`src/rtl/ihex_pkg.sv`:
```
`default_nettype none
// ============================================================================
// Module  : ihex_pkg
// Brief   : Shared state encoding, ASCII and record constants for the loader.
// Revision: 1.0
// ============================================================================
package ihex_pkg;

    typedef logic [2:0] state_t;

    localparam state_t ST_WAIT_COLON = 3'd0;
    localparam state_t ST_LEN        = 3'd1;
    localparam state_t ST_ADDR       = 3'd2;
    localparam state_t ST_TYPE       = 3'd3;
    localparam state_t ST_DATA       = 3'd4;
    localparam state_t ST_CSUM       = 3'd5;
    localparam state_t ST_DONE       = 3'd6;
    localparam state_t ST_ERR        = 3'd7;

    localparam logic [7:0] ASCII_COLON = 8'h3A;
    localparam logic [7:0] ASCII_CR    = 8'h0D;
    localparam logic [7:0] ASCII_LF    = 8'h0A;

    localparam logic [7:0] REC_DATA = 8'h00;
    localparam logic [7:0] REC_EOF  = 8'h01;

    localparam logic [1:0] ERR_NONE  = 2'd0;
    localparam logic [1:0] ERR_CHAR  = 2'd1;
    localparam logic [1:0] ERR_CSUM  = 2'd2;
    localparam logic [1:0] ERR_RANGE = 2'd3;

endpackage
`default_nettype wire

```
`src/rtl/ihex_nibble_decode.sv`:
```
`default_nettype none
// ============================================================================
// Module  : ihex_nibble_decode
// Brief   : ASCII hex digit (0-9, A-F, a-f) to 4-bit nibble with a valid flag.
// Revision: 1.0
// ============================================================================
module ihex_nibble_decode (
    input  logic [7:0] i_char,
    output logic [3:0] o_nibble,
    output logic       o_is_hex
);

    always_comb begin
        o_nibble = 4'd0;
        o_is_hex = 1'b0;
        if (i_char >= 8'h30 && i_char <= 8'h39) begin
            o_nibble = i_char[3:0];
            o_is_hex = 1'b1;
        end else if ((i_char >= 8'h41 && i_char <= 8'h46) ||
                     (i_char >= 8'h61 && i_char <= 8'h66)) begin
            // 'A'/'a' have low nibble 1, so +9 yields 10..15
            o_nibble = i_char[3:0] + 4'd9;
            o_is_hex = 1'b1;
        end
    end

endmodule
`default_nettype wire

```
`src/rtl/ihex_ram_loader.sv`:
```
`default_nettype none
// ============================================================================
// Module  : ihex_ram_loader
// Brief   : Streams Intel HEX records from a byte source into a RAM write port.
// Revision: 1.0
// ============================================================================
module ihex_ram_loader
    import ihex_pkg::*;
#(
    parameter int ADDR_WIDTH = 14,
    parameter int DATA_WIDTH = 8
) (
    input  logic                  clock,
    input  logic                  reset,
    input  logic                  in_valid,
    input  logic [7:0]            in_byte,
    input  logic                  restart,
    output logic                  wr_en,
    output logic [ADDR_WIDTH-1:0] wr_addr,
    output logic [DATA_WIDTH-1:0] wr_data,
    output logic                  done,
    output logic                  error,
    output logic [1:0]            err_code,
    output logic [15:0]           rec_count
);

    if (DATA_WIDTH != 8) begin : g_bad_data_width
        $error("ihex_ram_loader: DATA_WIDTH must be 8");
    end
    if (ADDR_WIDTH < 1 || ADDR_WIDTH > 16) begin : g_bad_addr_width
        $error("ihex_ram_loader: ADDR_WIDTH must be 1..16");
    end

    state_t                r_state;
    logic [1:0]            r_nib_cnt;
    logic [3:0]            r_hi;
    logic [7:0]            r_len;
    logic [7:0]            r_type;
    logic [7:0]            r_left;
    logic [7:0]            r_csum;
    logic [15:0]           r_addr;
    logic                  r_wr_en;
    logic [ADDR_WIDTH-1:0] r_wr_addr;
    logic [7:0]            r_wr_data;
    logic                  r_done;
    logic [1:0]            r_err_code;
    logic [15:0]           r_rec_count;

    logic [3:0] w_nibble;
    logic       w_is_hex;
    logic [7:0] w_byte;
    logic [7:0] w_csum_next;
    logic       w_in_field;
    logic       w_byte_done;
    logic       w_oob;

    ihex_nibble_decode u_nibble_decode (
        .i_char   (in_byte),
        .o_nibble (w_nibble),
        .o_is_hex (w_is_hex)
    );

    assign w_byte      = {r_hi, w_nibble};
    assign w_csum_next = r_csum + w_byte;
    assign w_in_field  = (r_state >= ST_LEN) && (r_state <= ST_CSUM);
    // Odd nibble count means this digit completes a byte in every field
    assign w_byte_done = r_nib_cnt[0];
    assign w_oob       = (r_addr >> ADDR_WIDTH) != 16'd0;

    always_ff @(posedge clock) begin
        if (reset) begin
            r_state     <= ST_WAIT_COLON;
            r_nib_cnt   <= 2'd0;
            r_hi        <= 4'd0;
            r_len       <= 8'd0;
            r_type      <= 8'd0;
            r_left      <= 8'd0;
            r_csum      <= 8'd0;
            r_addr      <= 16'd0;
            r_wr_en     <= 1'b0;
            r_wr_addr   <= '0;
            r_wr_data   <= 8'd0;
            r_done      <= 1'b0;
            r_err_code  <= ERR_NONE;
            r_rec_count <= 16'd0;
        end else begin
            r_wr_en <= 1'b0;
            if (restart) begin
                r_state     <= ST_WAIT_COLON;
                r_nib_cnt   <= 2'd0;
                r_done      <= 1'b0;
                r_err_code  <= ERR_NONE;
                r_rec_count <= 16'd0;
            end else if (in_valid) begin
                if (r_state == ST_WAIT_COLON) begin
                    if (in_byte == ASCII_COLON) begin
                        r_csum    <= 8'd0;
                        r_nib_cnt <= 2'd0;
                        r_state   <= ST_LEN;
                    end
                end else if (w_in_field) begin
                    if (!w_is_hex) begin
                        r_state    <= ST_ERR;
                        r_err_code <= ERR_CHAR;
                    end else begin
                        r_hi <= w_nibble;
                        // ADDR keeps counting through its four digits
                        r_nib_cnt <= (w_byte_done && r_state != ST_ADDR) ? 2'd0 : r_nib_cnt + 2'd1;
                        if (r_state == ST_ADDR)
                            r_addr <= {r_addr[11:0], w_nibble};
                        if (w_byte_done) begin
                            r_csum <= w_csum_next;
                            case (r_state)
                                ST_LEN: begin
                                    r_len   <= w_byte;
                                    r_state <= ST_ADDR;
                                end
                                ST_ADDR: begin
                                    if (r_nib_cnt == 2'd3)
                                        r_state <= ST_TYPE;
                                end
                                ST_TYPE: begin
                                    r_type  <= w_byte;
                                    r_left  <= r_len;
                                    r_state <= (r_len == 8'd0) ? ST_CSUM : ST_DATA;
                                end
                                ST_DATA: begin
                                    r_left <= r_left - 8'd1;
                                    r_addr <= r_addr + 16'd1;
                                    if (r_left == 8'd1)
                                        r_state <= ST_CSUM;
                                    if (r_type == REC_DATA) begin
                                        if (w_oob) begin
                                            r_state    <= ST_ERR;
                                            r_err_code <= ERR_RANGE;
                                        end else begin
                                            r_wr_en   <= 1'b1;
                                            r_wr_addr <= r_addr[ADDR_WIDTH-1:0];
                                            r_wr_data <= w_byte;
                                        end
                                    end
                                end
                                default: begin
                                    if (w_csum_next == 8'd0) begin
                                        if (r_rec_count != 16'hFFFF)
                                            r_rec_count <= r_rec_count + 16'd1;
                                        if (r_type == REC_EOF) begin
                                            r_state <= ST_DONE;
                                            r_done  <= 1'b1;
                                        end else begin
                                            r_state <= ST_WAIT_COLON;
                                        end
                                    end else begin
                                        r_state    <= ST_ERR;
                                        r_err_code <= ERR_CSUM;
                                    end
                                end
                            endcase
                        end
                    end
                end
            end
        end
    end

    assign wr_en     = r_wr_en;
    assign wr_addr   = r_wr_addr;
    assign wr_data   = r_wr_data;
    assign done      = r_done;
    assign error     = (r_state == ST_ERR);
    assign err_code  = r_err_code;
    assign rec_count = r_rec_count;

endmodule
`default_nettype wire

```
`config.mk`:
```
export PLATFORM = sky130hd
export DESIGN_NAME = ihex_ram_loader
export DESIGN_NICKNAME = d
export VERILOG_FILES = /design/src/rtl/ihex_pkg.sv /design/src/rtl/ihex_nibble_decode.sv /design/src/rtl/ihex_ram_loader.sv
export SDC_FILE = /design/constraint.sdc
export NUM_CORES = 1
export LEC_CHECK = 0
export ABC_CLOCK_PERIOD_IN_PS = 7500
export CAP_MARGIN = 20
export CORE_MARGIN = 8
export CORE_UTILIZATION = 55
export DETAILED_ROUTE_END_ITERATION = 10
export GPL_ROUTABILITY_DRIVEN = 0
export PLACE_DENSITY = 0.78
export SLEW_MARGIN = 25
export SYNTH_ARGS = -nofsm -noshare
export SYNTH_HDL_FRONTEND = slang
export SYNTH_SLANG_ARGS = --single-unit
```
`constraint.sdc`:
```
create_clock -name clock -period 7.5 [get_ports clock]
set_input_delay 1.875 -clock clock [delete_from_list [all_inputs] [get_ports clock]]
set_output_delay 1.875 -clock clock [all_outputs]
set_load 0.01 [all_outputs]
```
==> impl_metrics.py, run 1 <==
metrics = {
    "cells_and_area": {
        "n_antenna_cell": 0,
        "mostFrequentLayoutCells": "nand2_1 (100), dfxtp_1 (99), a21oi_1 (70), nor2_1 (64), clkdlybuf4s50_1 (53)",
        "layoutNonFillerInstCount": 823,
        "nNetsFinal": 718,
        "fin_util_pct": 64.6,
        "areaGrowthSynthToFinish_pct": 14.1,
        "num-fill-cells": 828,
        "drive_gt1_share_pct": 5.62,
        "mostFrequentLayoutCell": "nand2_1",
    },
    "placement": {
        "dp_hpwl_um": 9610,
        "port-buffer-count": 54,
        "dp.cells": 807,
    },
    "logic_synthesis": {
        "synth_ff_type": "dfxtp_1",
        "synth_top_family_by_area": "simple AND/OR/NAND/NOR gates",
        "synthMuxAreaShare_pct": 3.63,
        "postSynthAreaPerCell_um2": 7.95,
        "synth_nets": 687,
        "synth-compound-area-share_pct": 24.0,
        "yosysSeqAreaShare_pct": 37.9,
        "postSynthCellCount": 658,
        "synthArstFlopShare_pct": 0,
        "synth_fa_ha_area_share_pct": 4.21,
        "ys_types": 69,
        "synth_top_area_cell": "dfxtp_1",
        "synth_top_area_share_pct": 37.9,
        "synth-seq-cells": 99,
        "yosys.area_share.simple_pct": 24.9,
        "netlist_area_mm2": 0.00523,
        "yosys_warnings": 0,
        "synth_edf_count": 0,
        "synth.area.top_cells": "dfxtp_1 (38%), nand2_1 (7.2%), a21oi_1 (6.7%)",
        "synthXorXnorAreaFrac_pct": 0.837,
    },
    "sta": {
        "period_share_pct": 88.6,
        "max_clock_freq_mhz": 150,
        "report.final.hold_viol_count": 0,
        "rsz0062_at_grt": "false",
        "max_slew_margin_pct": 32.8,
        "fin_crit_ps": 6650,
        "finClkSkew_ps": 10.1,
        "holdWs_ps": 457,
        "setup_viol": 0,
        "maxSlewViolCount": 0,
        "worstMarginPinSlew_ps": 1010,
        "finalSetupTns_ps": 0,
    },
    "clock_tree": {
        "cts_setup_buffers": 0,
        "cts_tree": "built",
        "cts_buffer_depth": 2,
        "cts_resized": 0,
        "cts_max_level": 3,
        "numCtsBuffers": 9,
        "root_buffer": "clkbuf_8",
        "clk_pin_slew_ps": 100,
        "holdBufCountCts": 0,
        "clk_latency_ps": 370,
        "clock-sinks": 99,
    },
    "critical_path": {
        "max_stage_delay_ps": 670,
        "cp_data_arrival_time_ps": 6950,
        "r2r_end": "rec_count[12]$_SDFFE_PP0P_",
        "worstSetupPathType": "input pin to flop",
        "end_kind": "flop",
        "reg2reg_setup_slack_ps": 4180,
        "critPathBufInv": 2,
        "cp_slowest_cell": "or4_1",
        "cp_max_fo": 34,
        "critPathTopFamily": "simple AND/OR/NAND/NOR gates",
        "required_ps": 7800,
        "r2r_start": "r_csum[0]$_SDFFE_PP0P_",
        "crit_start": "in_byte[1]",
        "rr_worst_depth": 10,
        "start_kind": "input pin",
        "path_cells": "clkdlybuf4s50_1 -> inv_1 -> ha_1 -> o311ai_1 -> and2_1 -> nor2_1 -> ha_1 -> nor2b_4 -> o21ai_2 -> or3b_4 -> a2111oi_4 -> nand3_2 -> or4_1 -> a21oi_1",
        "critical_path.most_common_cell": "ha_1",
    },
    "drt": {
        "num_vias": 5055,
        "dr.pass1.iters": 5,
        "antenna_left": 0,
        "wl_per_cell_um": 16.4,
        "drc": 0,
        "first_iter_violations": 442,
        "viasPerCell": 6.14,
        "routed_wl_um": 13500,
    },
    "power_and_ir_drop": {
        "leakage_nw": 2.00,
        "p_clk_share_pct": 36.9,
        "seqPwrFrac_pct": 58.8,
        "power.internal_mw": 0.670,
        "power.density_mw_per_mm2": 150,
        "switching_share_pct": 25.0,
        "switchingPower_mw": 0.223,
        "vdd_drop_max_mv": 0.107,
        "p_total_mw": 0.893,
        "pwr-share-comb_pct": 4.3,
    },
    "worst_hold_path": {
        "holdPathStages": 2,
        "worstHoldEndpoint": "wr_addr[11]$_SDFFE_PP0P_",
        "hp-start": "wr_addr[11]$_SDFFE_PP0P_",
        "hold_path.class": "flop to flop",
    },
    "die": {
        "fp-row-count": 35,
        "start_util_pct": 56.6,
        "pin_count": 55,
        "die_h_um": 114,
        "dieArea_mm2": 0.0129,
        "die_x_um": 114,
        "design.core.area_mm2": 0.00924,
    },
    "global_routing": {
        "antenna_found_initial": 0,
        "grt_pass1_vias": 4616,
        "grt_pass1_wl_um": 22800,
        "grt_max_degree": 78,
        "grt-ovfl-total": 0,
        "grtUsageTotal_pct": 21.2,
    },
    "outcome": {
        "status": "finished, final reports clean",
    },
    "run": {
        "maxCapViolCount": 0,
    },
}
[metrics by stage]
step	setup WS (ps)	area (µm²)
after floorplan	1860	5230
final	854	5970
after global placement	819	5780
after CTS	918	5970
after detailed placement	508	5780
after global routing	468	5970
[how the worst max path moves through the flow]
stage,end,slack [ps],depth (start not counted)
floorplan,rec_count[11]$_SDFFE_PP0P_,1860,16
global placement,rec_count[15]$_SDFFE_PP0P_,820,14
detailed placement,rec_count[12]$_SDFFE_PP0P_,510,14
CTS,rec_count[15]$_SDFFE_PP0P_,920,14
global route,rec_count[12]$_SDFFE_PP0P_,470,15
finish,rec_count[12]$_SDFFE_PP0P_,850,14
[routing by layer]
metal	GRT usage (%)	wire, µm
met1	27.0	5960
met5	0	0
met3	4.28	882
met4	7.02	270
met2	34.9	6390
[registers in the layout, summed over array words and instances, names as in the netlist, 8 cells and up]
name and flops:
r_type 8, r_csum 8, r_left 8, r_addr 16, r_len 8, rec_count 16, wr_data 8, wr_addr 14
[area by class of cell]
cell class	count	area (µm²)	share of cell area (%)
multi-input cells	506	3020	50.7
clock buffers	10	138	2.31
well taps	129	161	2.70
clock inverters	6	46.3	0.776
inverters	16	60.1	1.01
flip-flops and latches	99	1980	33.2
repair buffers	57	558	9.35
[Yosys cell counts (3+ instances only)]
cell      instances
dfxtp_1          99
and2_1            7
and3_1            8
nand2_1         100
xnor2_1           4
nand2b_1          4
clkbuf_1         29
nor4_1            3
nand3_1          24
or3_1             5
inv_1            16
o31ai_1          18
a22oi_1           8
nor3_1           15
nor3b_1           4
a211oi_1         23
o21ai_0          32
or4_1            13
mux2i_1          19
o22ai_1           6
nand4_1           3
nor2_1           65
a21o_1            5
a21oi_1          70
nor2b_1           4
ha_1             16
[worst register-to-register path: stages, from the launching register on]
cell and delay [ps]:
dfxtp_1 330, ha_1 220, inv_1 80, fa_1 260, nor2b_4 70, o21ai_2 110
or3b_4 410, a2111oi_4 430, nand3_2 540, or4_1 680, a21oi_1 150
[kinds of logic after synthesis]
group                      count (synthesis)
AOI/OAI and AO/OA                        193
xor gates and xnor gates                   5
adders and majority gates                 17
buffers and inverters                     53
DFF                                       99
muxes                                     19
and+or+nand+nor                          272
[power groups by stage]
stage               Combinational, mW  Clock, mW  Sequential [mW]
global route                   0.0420      0.360            0.525
finish                         0.0383      0.330            0.525
global placement               0.0369          0            0.537
detailed placement             0.0381          0            0.537
floorplan                      0.0272          0            0.537
CTS                            0.0382      0.337            0.525
Note: power is estimated with default switching activity, not from simulation.
==> run 2, diff against run 1 <==
SYNTH_HIERARCHICAL = 1   (was not set)
==> run 2 against run 1 <==
  * Wire length rose by 2.9%
  * First-iteration DRC count down 7.7%
  * Die area grew 1.1%
  * Global-route usage rose by 0.15 points
  * Synthesized cell count is 3.2% higher
  * Clock power fell by 5%
  * Synthesized area increased by 1.3%
  * Setup slack gained 930 ps
  * Worst hold slack lost 4.4 ps
  * Critical endpoint is now rec_count[15]$_SDFFE_PP0P_
==> impl_metrics.py, run 2 <==
metrics = {
    "die": {
        "pin_count": 55,
        "die_x_um": 114,
        "design.core.area_mm2": 0.00955,
        "die_h_um": 114,
        "dieArea_mm2": 0.0130,
        "start_util_pct": 55.5,
        "fp-row-count": 36,
    },
    "cells_and_area": {
        "areaGrowthSynthToFinish_pct": 14.5,
        "drive_gt1_share_pct": 4.48,
        "mostFrequentLayoutCell": "nand2_1",
        "mostFrequentLayoutCells": "nand2_1 (101), dfxtp_1 (99), a21oi_1 (81), nor2_1 (55), clkdlybuf4s50_1 (53)",
        "n_antenna_cell": 0,
        "nNetsFinal": 737,
    },
    "placement": {
        "port-buffer-count": 54,
        "dp_hpwl_um": 9710,
        "place_ws_ps": 1490,
    },
    "critical_path": {
        "cp_slowest_cell": "or4_1",
        "cp_max_fo": 17,
        "reg2reg_setup_slack_ps": 3940,
        "critPathBufInv": 2,
        "path_depth": 14,
        "worstSetupPathType": "input pin to flop",
        "rr_worst_depth": 5,
        "end_kind": "flop",
        "critPathTopFamily": "compound AO/OA/AOI/OAI gates",
        "cp_data_arrival_time_ps": 6010,
        "required_ps": 7790,
        "start_kind": "input pin",
        "critical_path.most_common_cell": "ha_1",
        "r2r_end": "wr_addr[7]$_SDFFE_PP0P_",
        "max_stage_delay_ps": 570,
        "path_cells": "clkdlybuf4s50_1 -> inv_1 -> ha_1 -> o21bai_1 -> a21o_2 -> mux2i_1 -> ha_1 -> fa_1 -> a211oi_1 -> or2_2 -> o311a_1 -> nand2_2 -> or4_1 -> a21oi_1",
        "r2r_start": "r_state[1]$_SDFFE_PP0P_",
    },
    "clock_tree": {
        "clk_pin_slew_ps": 80,
        "cts_tree": "built",
        "cts_setup_buffers": 0,
        "cts_max_level": 3,
        "numCtsBuffers": 9,
        "cts_buffer_depth": 2,
        "cts_resized": 0,
        "clk_latency_ps": 370,
        "clock-sinks": 99,
        "root_buffer": "clkbuf_8",
        "holdBufCountCts": 0,
    },
    "drt": {
        "first_iter_violations": 408,
        "drc": 0,
        "dr.pass1.iters": 5,
        "num_vias": 5253,
        "viasPerCell": 6.20,
        "wl_per_cell_um": 16.4,
        "antenna_left": 0,
        "routed_wl_um": 13900,
    },
    "sta": {
        "finalSetupTns_ps": 0,
        "fin_ws_ps": 1780,
        "max_clock_freq_mhz": 175,
        "maxSlewViolCount": 0,
        "setup_viol": 0,
        "period_share_pct": 76.2,
        "max_slew_margin_pct": 39.2,
        "rsz0062_at_grt": "false",
        "fin_crit_ps": 5720,
        "report.final.hold_viol_count": 0,
        "worstMarginPinSlew_ps": 911,
        "finClkSkew_ps": 10.5,
    },
    "power_and_ir_drop": {
        "power.density_mw_per_mm2": 145,
        "leakage_nw": 2.01,
        "vdd_drop_max_mv": 0.0920,
    },
    "logic_synthesis": {
        "yosys_warnings": 6,
        "synth_edf_count": 0,
        "synth.area.top_cells": "dfxtp_1 (37%), a21oi_1 (7.7%), nand2_1 (7.2%)",
        "synth_nets": 707,
        "netlist_area_mm2": 0.00530,
        "synth.most_common_cell": "nand2_1",
        "postSynthAreaPerCell_um2": 7.80,
        "ys_types": 69,
        "yosysSeqAreaShare_pct": 37.4,
        "synth_commonest_cells": "nand2_1 (101), dfxtp_1 (99), a21oi_1 (82)",
        "synth_top_area_share_pct": 37.4,
        "synth_top_area_cell": "dfxtp_1",
        "synthArstFlopShare_pct": 0,
        "postSynthCellCount": 679,
        "synth-seq-cells": 99,
        "synth_ff_type": "dfxtp_1",
    },
    "worst_hold_path": {
        "hold_path.class": "flop to flop",
        "holdPathStages": 2,
        "hp-start": "wr_addr[13]$_SDFFE_PP0P_",
        "worstHoldEndpoint": "wr_addr[13]$_SDFFE_PP0P_",
    },
    "global_routing": {
        "grtUsageTotal_pct": 21.3,
        "grt_pass1_wl_um": 23100,
        "antenna_found_initial": 0,
        "grt-ovfl-total": 0,
        "grt_max_degree": 80,
        "grt_pass1_vias": 4817,
    },
    "run": {
        "maxCapViolCount": 0,
    },
    "outcome": {
        "status": "finished, final reports clean",
    },
}
## run 2: cell types whose count changed in the layout (fill, tap and decap cells not counted), moves of 5 or more
cell	delta
nand4_1	+14
or3_1	+13
a21oi_1	+11
o31ai_1	-11
nor2_1	-9
o22ai_1	+8
nor3_1	-7
o21ai_0	+7
and2_1	-6
a211oi_1	-5
nor4_1	+5
or4_1	-5
## run 2: logic make-up (layout without fill, tap and decap cells)
| kind of cell | Yosys count | after routing | share of synthesized area (%) |
|---|---|---|---|
| flops | 99 | 99 | 37.4 |
| compound gates | 198 | 198 | 22.9 |
| xor+xnor | 2 | 2 | 0.331 |
| mux | 18 | 18 | 3.40 |
| buf+inv | 54 | 89 | 4.01 |
| simple gates | 292 | 292 | 28.0 |
| fa+ha+maj | 16 | 16 | 3.92 |
## run 2: worst max-delay path by stage
stage | startpoint | end | slack (ps)
global placement | in_byte[0] | rec_count[15]$_SDFFE_PP0P_ | 1750
detailed placement | in_byte[0] | rec_count[4]$_SDFFE_PP0P_ | 1490
global route | in_byte[0] | rec_count[0]$_SDFFE_PP0P_ | 1620
CTS | in_byte[0] | rec_count[4]$_SDFFE_PP0P_ | 1860
finish | in_byte[0] | rec_count[15]$_SDFFE_PP0P_ | 1780
floorplan | in_byte[1] | rec_count[4]$_SDFFE_PP0P_ | 2520
## run 2: layout make-up
class | instances | area (µm²)
clock buffer | 14 | 163
clock inverter | 2 | 10.0
fill | 850 | 3480
inverter | 13 | 48.8
multi-input combinational | 526 | 3120
sequential | 99 | 1980
tap | 133 | 166
timing repair buffer | 60 | 581
## run 2: report_power, final
part | switching [mW] | total, mW | leakage, nW | internal (mW)
combinational | 0.0268 | 0.0402 | 1.12 | 0.0134
clock | 0.177 | 0.315 | 0.0905 | 0.139
sequential | 0.0000466 | 0.525 | 0.797 | 0.525
## run 2: routing by layer
layer | GRT usage (%) | vias to the layer above | routed length, µm
met5 | 0 | - | 0
met4 | 8.16 | 0 | 237
met3 | 5.17 | 18 | 1060
met2 | 35.1 | 203 | 6670
met1 | 26.3 | 2476 | 5940
li1 | - | 2556 | -
## run 2: worst register-to-register path, stage by stage, from the launching register on
cell     delay, ps
dfxtp_1        750
or3_1          500
and4b_1        880
nand3_1        900
nand2_1        300
a21oi_1         90
## run 2: stage by stage
stage	hold WS (ps)	cells	cell area (µm²)	total power [mW]	util, %
global placement	441	831	5880	0.576	61.6
global route	472	847	6070	0.912	63.5
CTS	456	847	6060	0.889	63.5
finish	453	847	6070	0.880	63.5
detailed placement	444	831	5890	0.577	61.7
floorplan	436	679	5300	0.562	-
